### src/rtl/hex_display_ctrl.sv
// hex_display_ctrl
//   Drives NUM_DIGITS seven-segment digits from a hex value. One decoder is
//   shared across all digits: after a load, digits are decoded one per cycle
//   into a shadow buffer. The shadow buffer is then copied to the display
//   register in a single edge, so a partially updated frame is never shown.
//   A free-running blink counter can blank the whole display.
//
// Ports
//   clk_i, rst_i   clock, async active-high reset
//   value_i        4*NUM_DIGITS hex value; nibble k drives digit k (0 = rightmost)
//   dots_i         per-digit decimal point request (1 = on)
//   blank_lz_i     blank leading zeros; captured with the load
//   load_valid_i   load request; load_ready_o accepts it
//   blink_en_i     live blink enable
//   hex_o          8 bits per digit: {dot, g..a}; all bits are low-active
//   busy_o         update in progress (~load_ready_o)
module hex_display_ctrl #(
  parameter int NUM_DIGITS = 6,
  parameter int BLINK_DIV  = 25_000_000
) (
  input  logic                    clk_i,
  input  logic                    rst_i,
  input  logic [4*NUM_DIGITS-1:0] value_i,
  input  logic [NUM_DIGITS-1:0]   dots_i,
  input  logic                    load_valid_i,
  output logic                    load_ready_o,
  input  logic                    blank_lz_i,
  input  logic                    blink_en_i,
  output logic [8*NUM_DIGITS-1:0] hex_o,
  output logic                    busy_o
);

  localparam int IW = (NUM_DIGITS > 1) ? $clog2(NUM_DIGITS) : 1;
  localparam int CW = $clog2(BLINK_DIV);
  localparam logic [IW-1:0] LAST_IDX = IW'(NUM_DIGITS - 1);
  localparam logic [CW-1:0] CNT_MAX  = CW'(BLINK_DIV - 1);

  typedef enum logic [1:0] {IDLE, DECODE, COMMIT} state_e;

  state_e                          state_q;
  logic [IW-1:0]                   idx_q;
  logic                            ready_q;
  logic [NUM_DIGITS-1:0][3:0]      val_q;
  logic [NUM_DIGITS-1:0]           dots_q;
  logic                            blank_q;
  logic [NUM_DIGITS-1:0][7:0]      shadow_q;
  logic [NUM_DIGITS-1:0][7:0]      disp_q;
  logic [CW-1:0]                   cnt_q;
  logic                            phase_q;

  logic [7:0]                      shadow_byte_d;
  logic                            upper_nz;
  logic [6:0]                      seg;

  // Active-low segment patterns, bit0 = a ... bit6 = g.
  function automatic logic [6:0] seg7(input logic [3:0] n);
    case (n)
      4'h0: seg7 = 7'h40;  4'h1: seg7 = 7'h79;
      4'h2: seg7 = 7'h24;  4'h3: seg7 = 7'h30;
      4'h4: seg7 = 7'h19;  4'h5: seg7 = 7'h12;
      4'h6: seg7 = 7'h02;  4'h7: seg7 = 7'h78;
      4'h8: seg7 = 7'h00;  4'h9: seg7 = 7'h10;
      4'hA: seg7 = 7'h08;  4'hB: seg7 = 7'h03;
      4'hC: seg7 = 7'h46;  4'hD: seg7 = 7'h21;
      4'hE: seg7 = 7'h06;  default: seg7 = 7'h0E;
    endcase
  endfunction

  // The single shared decoder, steered by idx_q. A digit is a leading zero
  // when it and every digit to its left are zero; digit 0 always shows.
  always_comb begin
    upper_nz = 1'b0;
    for (int j = 0; j < NUM_DIGITS; j++)
      if (j >= int'(idx_q) && val_q[j] != 4'h0) upper_nz = 1'b1;
    seg = seg7(val_q[idx_q]);
    if (blank_q && idx_q != '0 && !upper_nz) seg = 7'h7F;
    shadow_byte_d = {~dots_q[idx_q], seg};
  end

  always_ff @(posedge clk_i or posedge rst_i) begin
    if (rst_i) begin
      state_q  <= IDLE;
      idx_q    <= '0;
      ready_q  <= 1'b1;
      val_q    <= '0;
      dots_q   <= '0;
      blank_q  <= 1'b0;
      shadow_q <= '1;
      disp_q   <= '1;
      cnt_q    <= '0;
      phase_q  <= 1'b1;
    end else begin
      // Blink timebase runs regardless of the update FSM.
      if (cnt_q == CNT_MAX) begin
        cnt_q   <= '0;
        phase_q <= ~phase_q;
      end else begin
        cnt_q <= cnt_q + 1'b1;
      end

      case (state_q)
        IDLE: begin
          if (load_valid_i && ready_q) begin
            val_q   <= value_i;
            dots_q  <= dots_i;
            blank_q <= blank_lz_i;
            idx_q   <= '0;
            ready_q <= 1'b0;
            state_q <= DECODE;
          end
        end
        DECODE: begin
          shadow_q[idx_q] <= shadow_byte_d;
          if (idx_q == LAST_IDX) begin
            idx_q   <= '0;
            state_q <= COMMIT;
          end else begin
            idx_q <= idx_q + 1'b1;
          end
        end
        COMMIT: begin
          disp_q  <= shadow_q;
          ready_q <= 1'b1;
          state_q <= IDLE;
        end
        default: begin
          state_q <= IDLE;
          ready_q <= 1'b1;
        end
      endcase
    end
  end

  assign load_ready_o = ready_q;
  assign busy_o       = ~ready_q;
  // Blink mask is purely on the output path so updates continue underneath.
  assign hex_o        = (blink_en_i && !phase_q) ? '1 : disp_q;

endmodule

### config.mk
export PLATFORM = sky130hd
export DESIGN_NAME = hex_display_ctrl
export DESIGN_NICKNAME = d
export VERILOG_FILES = /design/src/rtl/hex_display_ctrl.sv
export SDC_FILE = /design/constraint.sdc
export NUM_CORES = 1
export LEC_CHECK = 0
export CORE_MARGIN = 3
export CORE_UTILIZATION = 42
export CTS_CLUSTER_SIZE = 8
export DETAILED_ROUTE_END_ITERATION = 7
export GPL_TIMING_DRIVEN = 0
export PLACE_DENSITY = 0.73
export SETUP_SLACK_MARGIN = 0.3
export SYNTH_ARGS = -nofsm -noshare
export SYNTH_HDL_FRONTEND = slang
export SYNTH_SLANG_ARGS = --single-unit
export TNS_END_PERCENT = 50
### constraint.sdc
create_clock -name clk_i -period 5.55 [get_ports clk_i]
set_input_delay 0.555 -clock clk_i [delete_from_list [all_inputs] [get_ports clk_i]]
set_output_delay 0.555 -clock clk_i [all_outputs]
set_load 0.005 [all_outputs]
==> results.yml, run 1 <==
placed_design:
  globalplace.congestion: 0.896
  port_buffers: 84
  post-place-ws_ns: 2.19
  dp_cells: 895
  dp_hpwl_um: 11000
logic_synthesis:
  yosys.area.top_type_share_pct: 35.5
  synth_cells: 590
  synth_nets: 635
  ys_warn_count: 0
  ys_seq_elements: 159
  post-synth-top-count-cell: "mux2_2"
  synth_top_cell_by_area: "dfstp_2"
  syn_avg_cell_area_um2: 12.3
  synth_area_leaders: "dfstp_2 (36%), dfrtp_1 (21%), mux2_2 (17%), nand2b_1 (4.7%), nor2_1 (2.4%)"
  synth_edf_count: 0
  ys_seq_area_share_pct: 56.6
  ys_top_cells_by_count: "mux2_2 (108), dfstp_2 (98), dfrtp_1 (61)"
  synth.distinct_cells: 54
  synthFlopType: "dfstp_2"
  ys_async_sr_fraction_pct: 100
  netlist_area_um2: 7240
finish:
  fin_cells: 927
  areaGrowthSynthToFinish_pct: 23.9
  final_util_pct: 53.5
  nets: 739
  drive_gt1_share_pct: 35.5
  num_antenna_cells: 0
sta:
  setup_viol: 0
  hold_slack_ns: 0.466
  slew_headroom_pct: 34.5
  fmax_ghz: 0.288
  final_max_slew_viol_count: 0
  hold_viol: 0
  fin_crit_ns: 3.47
  tightestPinTransition_ns: 0.983
  rsz0062_at_grt: "no"
  finClkSkew_ns: 0.00549
  post-route-period-util_pct: 62.5
  setup_ws_ns: 2.08
routing:
  drt-pass1-iter-count: 7
  drtIter0Drc: 429
  drt_wl_total_um: 15400
  wl_per_cell_um: 16.6
  final_antenna_net_count: 0
  route.detailed.drc: 0
  vias: 4872
  vias_per_cell: 5.26
setup_path:
  cpMostUsedCell: "nor2b_1"
  startpoint_type: "flip-flop"
  cp_cell_sequence: "buf_2 > mux2i_1 > o2bb2ai_1 > a221oi_2 > inv_1 > ha_1 > nor2b_1 > nor2b_1 > a211oi_2 > a21oi_1"
  crit_type: "flip-flop to flip-flop"
  arrival_ns: 3.80
  critPathMaxFanout: 10
  max_stage_delay_ns: 0.69
  cp.required_ns: 5.88
  cp_slowest_cell: "a211oi_2"
  end_kind: "flip-flop"
grt:
  overflow: 0
  grt_pass1_wl_um: 25200
  grt_use_met3_pct: 5.37
  track_usage_pct: 17.3
  top_usage_layer: "met2"
  grt.met1_usage_pct: 22.6
  grt_start_max_net_pins: 97
  grt_use_met2_pct: 27.8
  antenna_found_initial: 0
  grt_pass1_vias: 4943
cts:
  cts_resized: 0
  clock_latency_ns: 0.43
  hold_buffers: 0
  clk_pin_slew_ns: 0.06
  post_cts_buffers: 0
  cts-root-buf: "clkbuf_16"
  htreeDepth: 4
  clock_path_buffers: 2
  cts_tree: "done"
  clock_sinks: 159
  cts_made_buffers: 17
power:
  leakage_nw: 3.81
  power_mw: 4.85
  vdd_ir_drop_max_uv: 285
  power_density_nw_per_um2: 540
floorplanning:
  core-area_um2: 16800
  die_y_um: 137
  initial_core_util_pct: 43.2
  die-area_um2: 18900
  rows: 47
  num_io_pins: 85
  fp.dieW_um: 137
job:
  drv_cap: 0
outcome:
  status: "complete, no violations"
min_path:
  hp-class: "flip-flop to flip-flop"
[cells in the final DEF (no fill, tap or decap), drive strengths merged, types with 3 or more instances in the layout]
cell / netlist / final
nand3: 12 / 12
dfrtp: 61 / 61
xor2: 17 / 17
ha: 10 / 10
a221oi: 3 / 3
nor3: 7 / 7
mux2i: 3 / 3
nand2: 25 / 25
nand4: 8 / 8
mux2: 109 / 109
xnor2: 6 / 6
nor2b: 8 / 8
nor4: 8 / 8
dfstp: 98 / 98
clkbuf: 21 / 47
and3: 6 / 6
clkdlybuf4s50: 0 / 84
o21ai: 19 / 19
a21oi: 24 / 24
nor2: 47 / 47
inv: 9 / 13
nand2b: 54 / 54
buf: 7 / 8
[registers in the layout, indices dropped and copies added (netlist names)]
| name | flops |
|---|---|
| blank_q | 1 |
| cnt_q | 25 |
| disp_q | 48 |
| dots_q | 6 |
| idx_q | 3 |
| load_ready_o | 1 |
| phase_q | 1 |
| shadow_q | 48 |
| state_q | 2 |
| val_q | 24 |
[worst paths after layout]
path                                               start                       end  slack (ns)  cells past startpoint
max in group asynchronous                          rst_i    disp_q[26]$_DFFE_PP1N_        4.09                      3
worst min register to register  shadow_q[13]$_DFFE_PP1P_  shadow_q[13]$_DFFE_PP1P_        0.47                      2
worst min-delay path            shadow_q[13]$_DFFE_PP1P_  shadow_q[13]$_DFFE_PP1P_        0.47                      2
worst max register to register      idx_q[2]$_DFFE_PP0P_  shadow_q[45]$_DFFE_PP1P_        2.08                     10
min in group asynchronous                          rst_i     dots_q[4]$_DFFE_PP0P_        0.59                      2
worst max-delay path                idx_q[2]$_DFFE_PP0P_  shadow_q[45]$_DFFE_PP1P_        2.08                     10
[routing by layer]
metal / part of all wire (%) / wire, µm
met1: 45 / 6920
met2: 48 / 7470
met3: 5.0 / 775
met4: 1.8 / 272
met5: 0 / 0
[through the flow]
stage	TNS [ns]	area, µm²
2_1_floorplan	0	7240
3_3_place_gp	-52.60	8360
3_5_place_dp	0	8390
4_1_cts	0	8970
5_1_grt	0	8970
6_report	0	8970
[layout make-up]
class                   instances  area (µm²)
plain buffers                  28         121
clock buffers                  26         542
clock inverters                 6        40.0
fillers                      1416        7780
inverters                       9        38.8
multi-input cells             394        2990
flip-flops and latches        159        4100
well taps                     220         275
repair buffers                 85         868
[report_power, final]
group | total (mW) | leakage [nW] | switching, mW | internal [mW]
Combinational | 1.72 | 1.72 | 0.906 | 0.814
Clock | 1.12 | 0.292 | 0.449 | 0.675
Sequential | 2.00 | 1.80 | 0.247 | 1.76
Total | 4.85 | 3.81 | 1.60 | 3.25
[kinds of logic after synthesis]
family / Yosys count / share of synthesized area (%)
buf+inv: 37 / 2.14
fa+ha+maj: 10 / 1.73
flops: 159 / 56.6
mux: 112 / 17.4
compound gates: 65 / 5.99
xor+xnor: 23 / 2.78
simple gates: 184 / 13.4
[critical path: cells and delay by family (launching register included)]
family / cells / cell delay (ns)
and+or+nand+nor: 2 / 0.36
adders and majority gates: 1 / 0.27
DFF: 1 / 0.49
muxes: 1 / 0.25
AOI/OAI and AO/OA: 4 / 1.58
buffers and inverters: 2 / 0.42
Power figures use the tool's default switching activity.
==> run 2: changes to the inputs <==
Settings changed: PLACE_DENSITY 0.73 to 0.75.
Clock period 5.55 ns to 3.15 ns, I/O delays scaled along.
==> run 2 against run 1 <==
  * Clock skew is 0.0017 ns higher
  * Core utilization up 1.6 points
  * Combinational power is 100% higher
==> results.yml, run 2 (synthesis gave the netlist of run 1 again) <==
outcome:
  status: "complete, no violations"
routing:
  vias_per_cell: 5.19
  wl_per_cell_um: 17.0
  drtIter0Drc: 393
  route.detailed.drc: 0
  vias: 4880
  drt_wl_total_um: 16000
  final_antenna_net_count: 0
  drt-pass1-iter-count: 4
setup_path:
  reg2reg_slack_ns: 0.33
  critPathMaxFanout: 10
  crit_type: "flip-flop to flip-flop"
  r2r_cells: 9
  arrival_ns: 3.17
  cpMostUsedCell: "mux2_2"
  end_kind: "flip-flop"
  r2r_start: "idx_q[1]$_DFFE_PP0P_"
  rr_endpoint: "shadow_q[22]$_DFFE_PP1P_"
  cp.required_ns: 3.50
  cp_cell_sequence: "buf_4 > clkinvlp_4 > a32o_1 > a221oi_4 > inv_1 > ha_1 > mux2_2 > a211o_1 > mux2_2"
  max_stage_delay_ns: 0.41
  startpoint_type: "flip-flop"
  cp_slowest_cell: "dfrtp_2"
sta:
  hold_viol: 0
  slew_headroom_pct: 34.2
  tightestPinTransition_ns: 0.980
  rsz0062_at_grt: "yes"
  fmax_ghz: 0.355
  post-route-period-util_pct: 89.5
  final_max_slew_viol_count: 0
  fin_crit_ns: 2.82
  finClkSkew_ns: 0.00720
  setup_viol: 0
cts:
  clock_path_buffers: 2
  clk_pin_slew_ns: 0.06
  cts_tree: "done"
  cts-root-buf: "clkbuf_16"
  clock_latency_ns: 0.43
  cts_made_buffers: 17
  clock_sinks: 159
  htreeDepth: 4
  hold_buffers: 0
finish:
  nets: 753
  areaGrowthSynthToFinish_pct: 27.7
  fin_cells: 940
  multi_input_area_um2: 3090
  num_antenna_cells: 0
  drive_gt1_share_pct: 37.9
  final.fill_count: 1363
  reg_top3: "disp_q: 48 flops, shadow_q: 48 flops, cnt_q: 25 flops"
  layout_common_cells: "mux2_2 (108), dfstp_2 (98), clkdlybuf4s50_1 (84), dfrtp_1 (59), nand2b_1 (54)"
  regArea_um2: 4100
  final_common_cell: "mux2_2"
placed_design:
  dp_cells: 897
  port_buffers: 84
  dp_hpwl_um: 11300
  globalplace.congestion: 0.936
grt:
  antenna_found_initial: 0
  grt_start_max_net_pins: 46
  track_usage_pct: 17.9
  overflow: 0
  grt_pass1_vias: 5143
  grt_pass1_wl_um: 26100
floorplanning:
  fp.dieW_um: 137
  initial_core_util_pct: 43.2
  num_io_pins: 85
  core-area_um2: 16800
  die_y_um: 137
  rows: 47
  die-area_um2: 18900
min_path:
  holdCritStartpoint: "shadow_q[12]$_DFFE_PP1P_"
  holdPathStages: 2
  hp-class: "flip-flop to flip-flop"
  holdPathEnd: "shadow_q[12]$_DFFE_PP1P_"
power:
  power_density_nw_per_um2: 989
  vdd_ir_drop_max_uv: 579
  leakage_nw: 3.92
  power_mw: 9.15
job:
  drv_cap: 0
## run 2: what timing repair did
action                     in CTS  in global routing
pin swaps                       4                  2
setup endpoints to repair      52                 49
setup buffers                   6                  6
cloned                          0                  0
gates resized for setup         9                  9
## run 2: worst max-delay path: cells and delay by family, from the launching register on
family                     cells  cell delay, ns
AOI/OAI and AO/OA              3            0.95
adders and majority gates      1            0.28
muxes                          2            0.58
DFF                            1            0.41
buffers and inverters          3            0.50
## run 2: layer usage
metal  GRT usage [%]  part of all wire, %
met3            4.42                  4.2
met2            30.4                   51
met4            5.76                  1.2
met5               0                    0
met1            22.5                   44
## run 2: worst max-delay path by stage
| stage | start | end | slack (ns) |
|---|---|---|---|
| 2_1_floorplan | idx_q[2]$_DFFE_PP0P_ | shadow_q[38]$_DFFE_PP1P_ | 0.38 |
| 3_3_place_gp | rst_i | val_q[5]$_DFFE_PP0P_ | -0.24 |
| 3_5_place_dp | idx_q[1]$_DFFE_PP0P_ | shadow_q[37]$_DFFE_PP1P_ | -0.24 |
| 4_1_cts | idx_q[2]$_DFFE_PP0P_ | shadow_q[25]$_DFFE_PP1P_ | 0.25 |
| 5_1_grt | phase_q$_DFFE_PP1N_ | hex_o[27] | 0.23 |
| 6_report | idx_q[1]$_DFFE_PP0P_ | shadow_q[22]$_DFFE_PP1P_ | 0.33 |
## run 2: through the flow
step                setup TNS (ns)  worst slack [ns]  util [%]  hold WS (ns)  area (µm²)
floorplan                        0             0.378         -         0.432        7250
global placement            -14.55            -0.239      49.9         0.453        8360
detailed placement           -2.95            -0.240      50.3         0.457        8420
CTS                              0             0.250      54.6         0.466        9150
global route                     0             0.225      55.2         0.489        9250
finish                           0             0.331      55.2         0.465        9250
## run 2: power breakdown
part	total, mW	switching [mW]	internal (mW)
Combinational	3.51	1.75	1.75
Clock	2.10	0.797	1.30
Sequential	3.54	0.443	3.10
## run 2: cell type report
cell class / count / share of cell area, %
Tap cell: 220 / 2.98
Sequential cell: 159 / 44.4
Buffer: 28 / 1.38
Multi-Input combinational cell: 394 / 33.4
Inverter: 9 / 0.446
Timing Repair Buffer: 99 / 10.9
Clock inverter: 8 / 1.07
Clock buffer: 23 / 5.53
==> run 3: changes to the inputs <==
Settings changed: CORE_MARGIN 3 to 5.
Clock period 3.15 ns to 2.4 ns, I/O delays scaled along.
==> run 3 against run 2 <==
  * The run now ends with negative setup slack left
  * Clock power increased by 28%
  * Sequential share of layout area decreased by 3.1 points
  * Setup slack worse by 0.57 ns
  * Final area grew 7.5%
  * Clock skew is 0.0023 ns higher
  * Core utilization increased by 2.9 points
  * Power rose by 49%
  * Critical path depth stayed put
  * Non-clock buffer count rose by 25
==> results.yml, run 3 (synthesis gave the netlist of run 1 again) <==
grt:
  track_usage_pct: 17.4
  grt_pass1_vias: 5539
  antenna_found_initial: 0
  grt_start_max_net_pins: 47
  grt_pass1_wl_um: 27600
  overflow: 0
power:
  p_seq_share_pct: 34.1
  p_switching_mw: 4.80
  sw_frac_of_total_pct: 35.1
  power_density_nw_per_um2: 1370
  vdd_ir_drop_max_uv: 819
  leakage_nw: 4.29
  pwr-share-clk_pct: 19.7
  p_comb_share_pct: 46.2
  internal_power_mw: 8.87
finish:
  regArea_um2: 4110
  final_util_pct: 58.1
  areaGrowthSynthToFinish_pct: 37.2
  fin_cells: 971
  drive_gt1_share_pct: 49.1
  nets: 778
  multi_input_area_um2: 3480
  final.fill_count: 1345
  reg_top3: "disp_q: 48 flops, shadow_q: 48 flops, cnt_q: 25 flops"
  num_antenna_cells: 0
  layout_common_cells: "dfstp_2 (98), mux2_2 (90), dfrtp_1 (58), nand2b_1 (51), dlygate4sd2_1 (48)"
  final_area_um2: 9940
  final_common_cell: "dfstp_2"
sta:
  fin_setup_tns_ns: -5.51
  tightestPinTransition_ns: 0.720
  post-route-period-util_pct: 110
  fin_crit_ns: 2.64
  setup_ws_ns: -0.239
  slew_headroom_pct: 51.9
  finClkSkew_ns: 0.00947
  setup_viol: 36
  rsz0062_at_grt: "yes"
  hold_slack_ns: 0.416
  final_max_slew_viol_count: 0
  fmax_ghz: 0.379
  hold_viol: 0
routing:
  wl_met1_um: 7160
  wl_per_cell_um: 18.5
  route.detailed.drc: 0
  final_antenna_net_count: 0
  met3_length_um: 803
  vias: 5155
  wl_met2_um: 9290
  drtIter0Drc: 273
  vias_per_cell: 5.31
  routed.top_layer: "met4"
  drt-pass1-iter-count: 4
  drt_wl_total_um: 17900
floorplanning:
  rows: 48
  die_y_um: 141
  fp.dieW_um: 141
  num_io_pins: 85
  initial_core_util_pct: 42.3
  die-area_um2: 20000
  core-area_um2: 17100
cts:
  clock_sinks: 159
  clk_pin_slew_ns: 0.07
  clock_path_buffers: 2
  htreeDepth: 4
  cts_made_buffers: 17
  cts_tree: "done"
  clock_latency_ns: 0.43
  cts-root-buf: "clkbuf_16"
placed_design:
  dpl_cell_area_um2: 8460
  port_buffers: 84
  dp_cells: 902
  dp_hpwl_um: 11600
  globalplace.congestion: 0.895
outcome:
  status: "complete, but fails checks"
  violations: "negative setup slack"
setup_path:
  cp.required_ns: 2.76
  arrival_ns: 3.00
  critPathMaxFanout: 7
  cp-startpoint: "idx_q[2]$_DFFE_PP0P_"
  r2r_cells: 9
  startpoint_type: "flip-flop"
  end_kind: "flip-flop"
  crit_type: "flip-flop to flip-flop"
  r2r_start: "idx_q[2]$_DFFE_PP0P_"
job:
  drv_cap: 0
min_path:
  hp-class: "input port to flip-flop"
  holdPathStages: 3
  holdCritStartpoint: "dots_i[0]"
[run 3: layout make-up]
type	instances	area share (%)
buffer	28	2.43
clock buffer	18	4.42
clock inverter	14	1.55
inverter	9	0.440
multi-input combinational	394	35.0
sequential	159	41.3
tap	225	2.83
timing repair buffer	124	12.0
[run 3: critical path, cell delays in order, from the launching register on]
cell and delay, ns:
dfrtp_2 0.45, buf_6 0.13, mux2i_2 0.20, o2bb2ai_2 0.10, a221oi_4 0.36, inv_2 0.15, ha_4 0.21, mux2_4 0.27
a211o_4 0.38, mux2_4 0.29
[run 3: power by group through the flow]
stage	clock network, mW	logic (mW)	registers, mW
after floorplan	0	2.71	4.42
after global placement	0	3.77	4.62
after detailed placement	0	3.99	4.69
after CTS	2.74	5.13	4.65
after global routing	2.85	6.66	4.79
final	2.69	6.31	4.67
[run 3: through the flow]
stage	total power, mW	setup slack (ns)
after floorplan	7.13	-0.0987
after global placement	8.39	-0.901
after detailed placement	8.67	-0.843
after CTS	12.5	-0.199
after global routing	14.3	-0.283
final	13.7	-0.239
[run 3: repair_timing]
item,CTS,global route
resized for setup,134,69
setup buffers,29,8
gates cloned,0,0
hold endpoints to repair,0,0
pin swaps,10,21
hold buffers,0,0
setup endpoints to repair,153,68
[run 3: final timing paths]
kind	end	slack (ns)
setup / recovery	shadow_q[14]$_DFFE_PP1P_	-0.24
hold / removal	dots_q[0]$_DFFE_PP0P_	0.42
setup reg to reg	shadow_q[14]$_DFFE_PP1P_	-0.24
hold reg to reg	cnt_q[4]$_DFF_PP0_	0.47
max in group asynchronous	disp_q[30]$_DFFE_PP1N_	1.39
min in group asynchronous	disp_q[13]$_DFFE_PP1N_	0.63
[run 3: layer usage]
metal / GRT usage [%] / vias up
met5: 0 / -
met4: 7.24 / 0
met3: 4.21 / 43
met2: 30.0 / 144
met1: 21.0 / 2616
li1: - / 2352
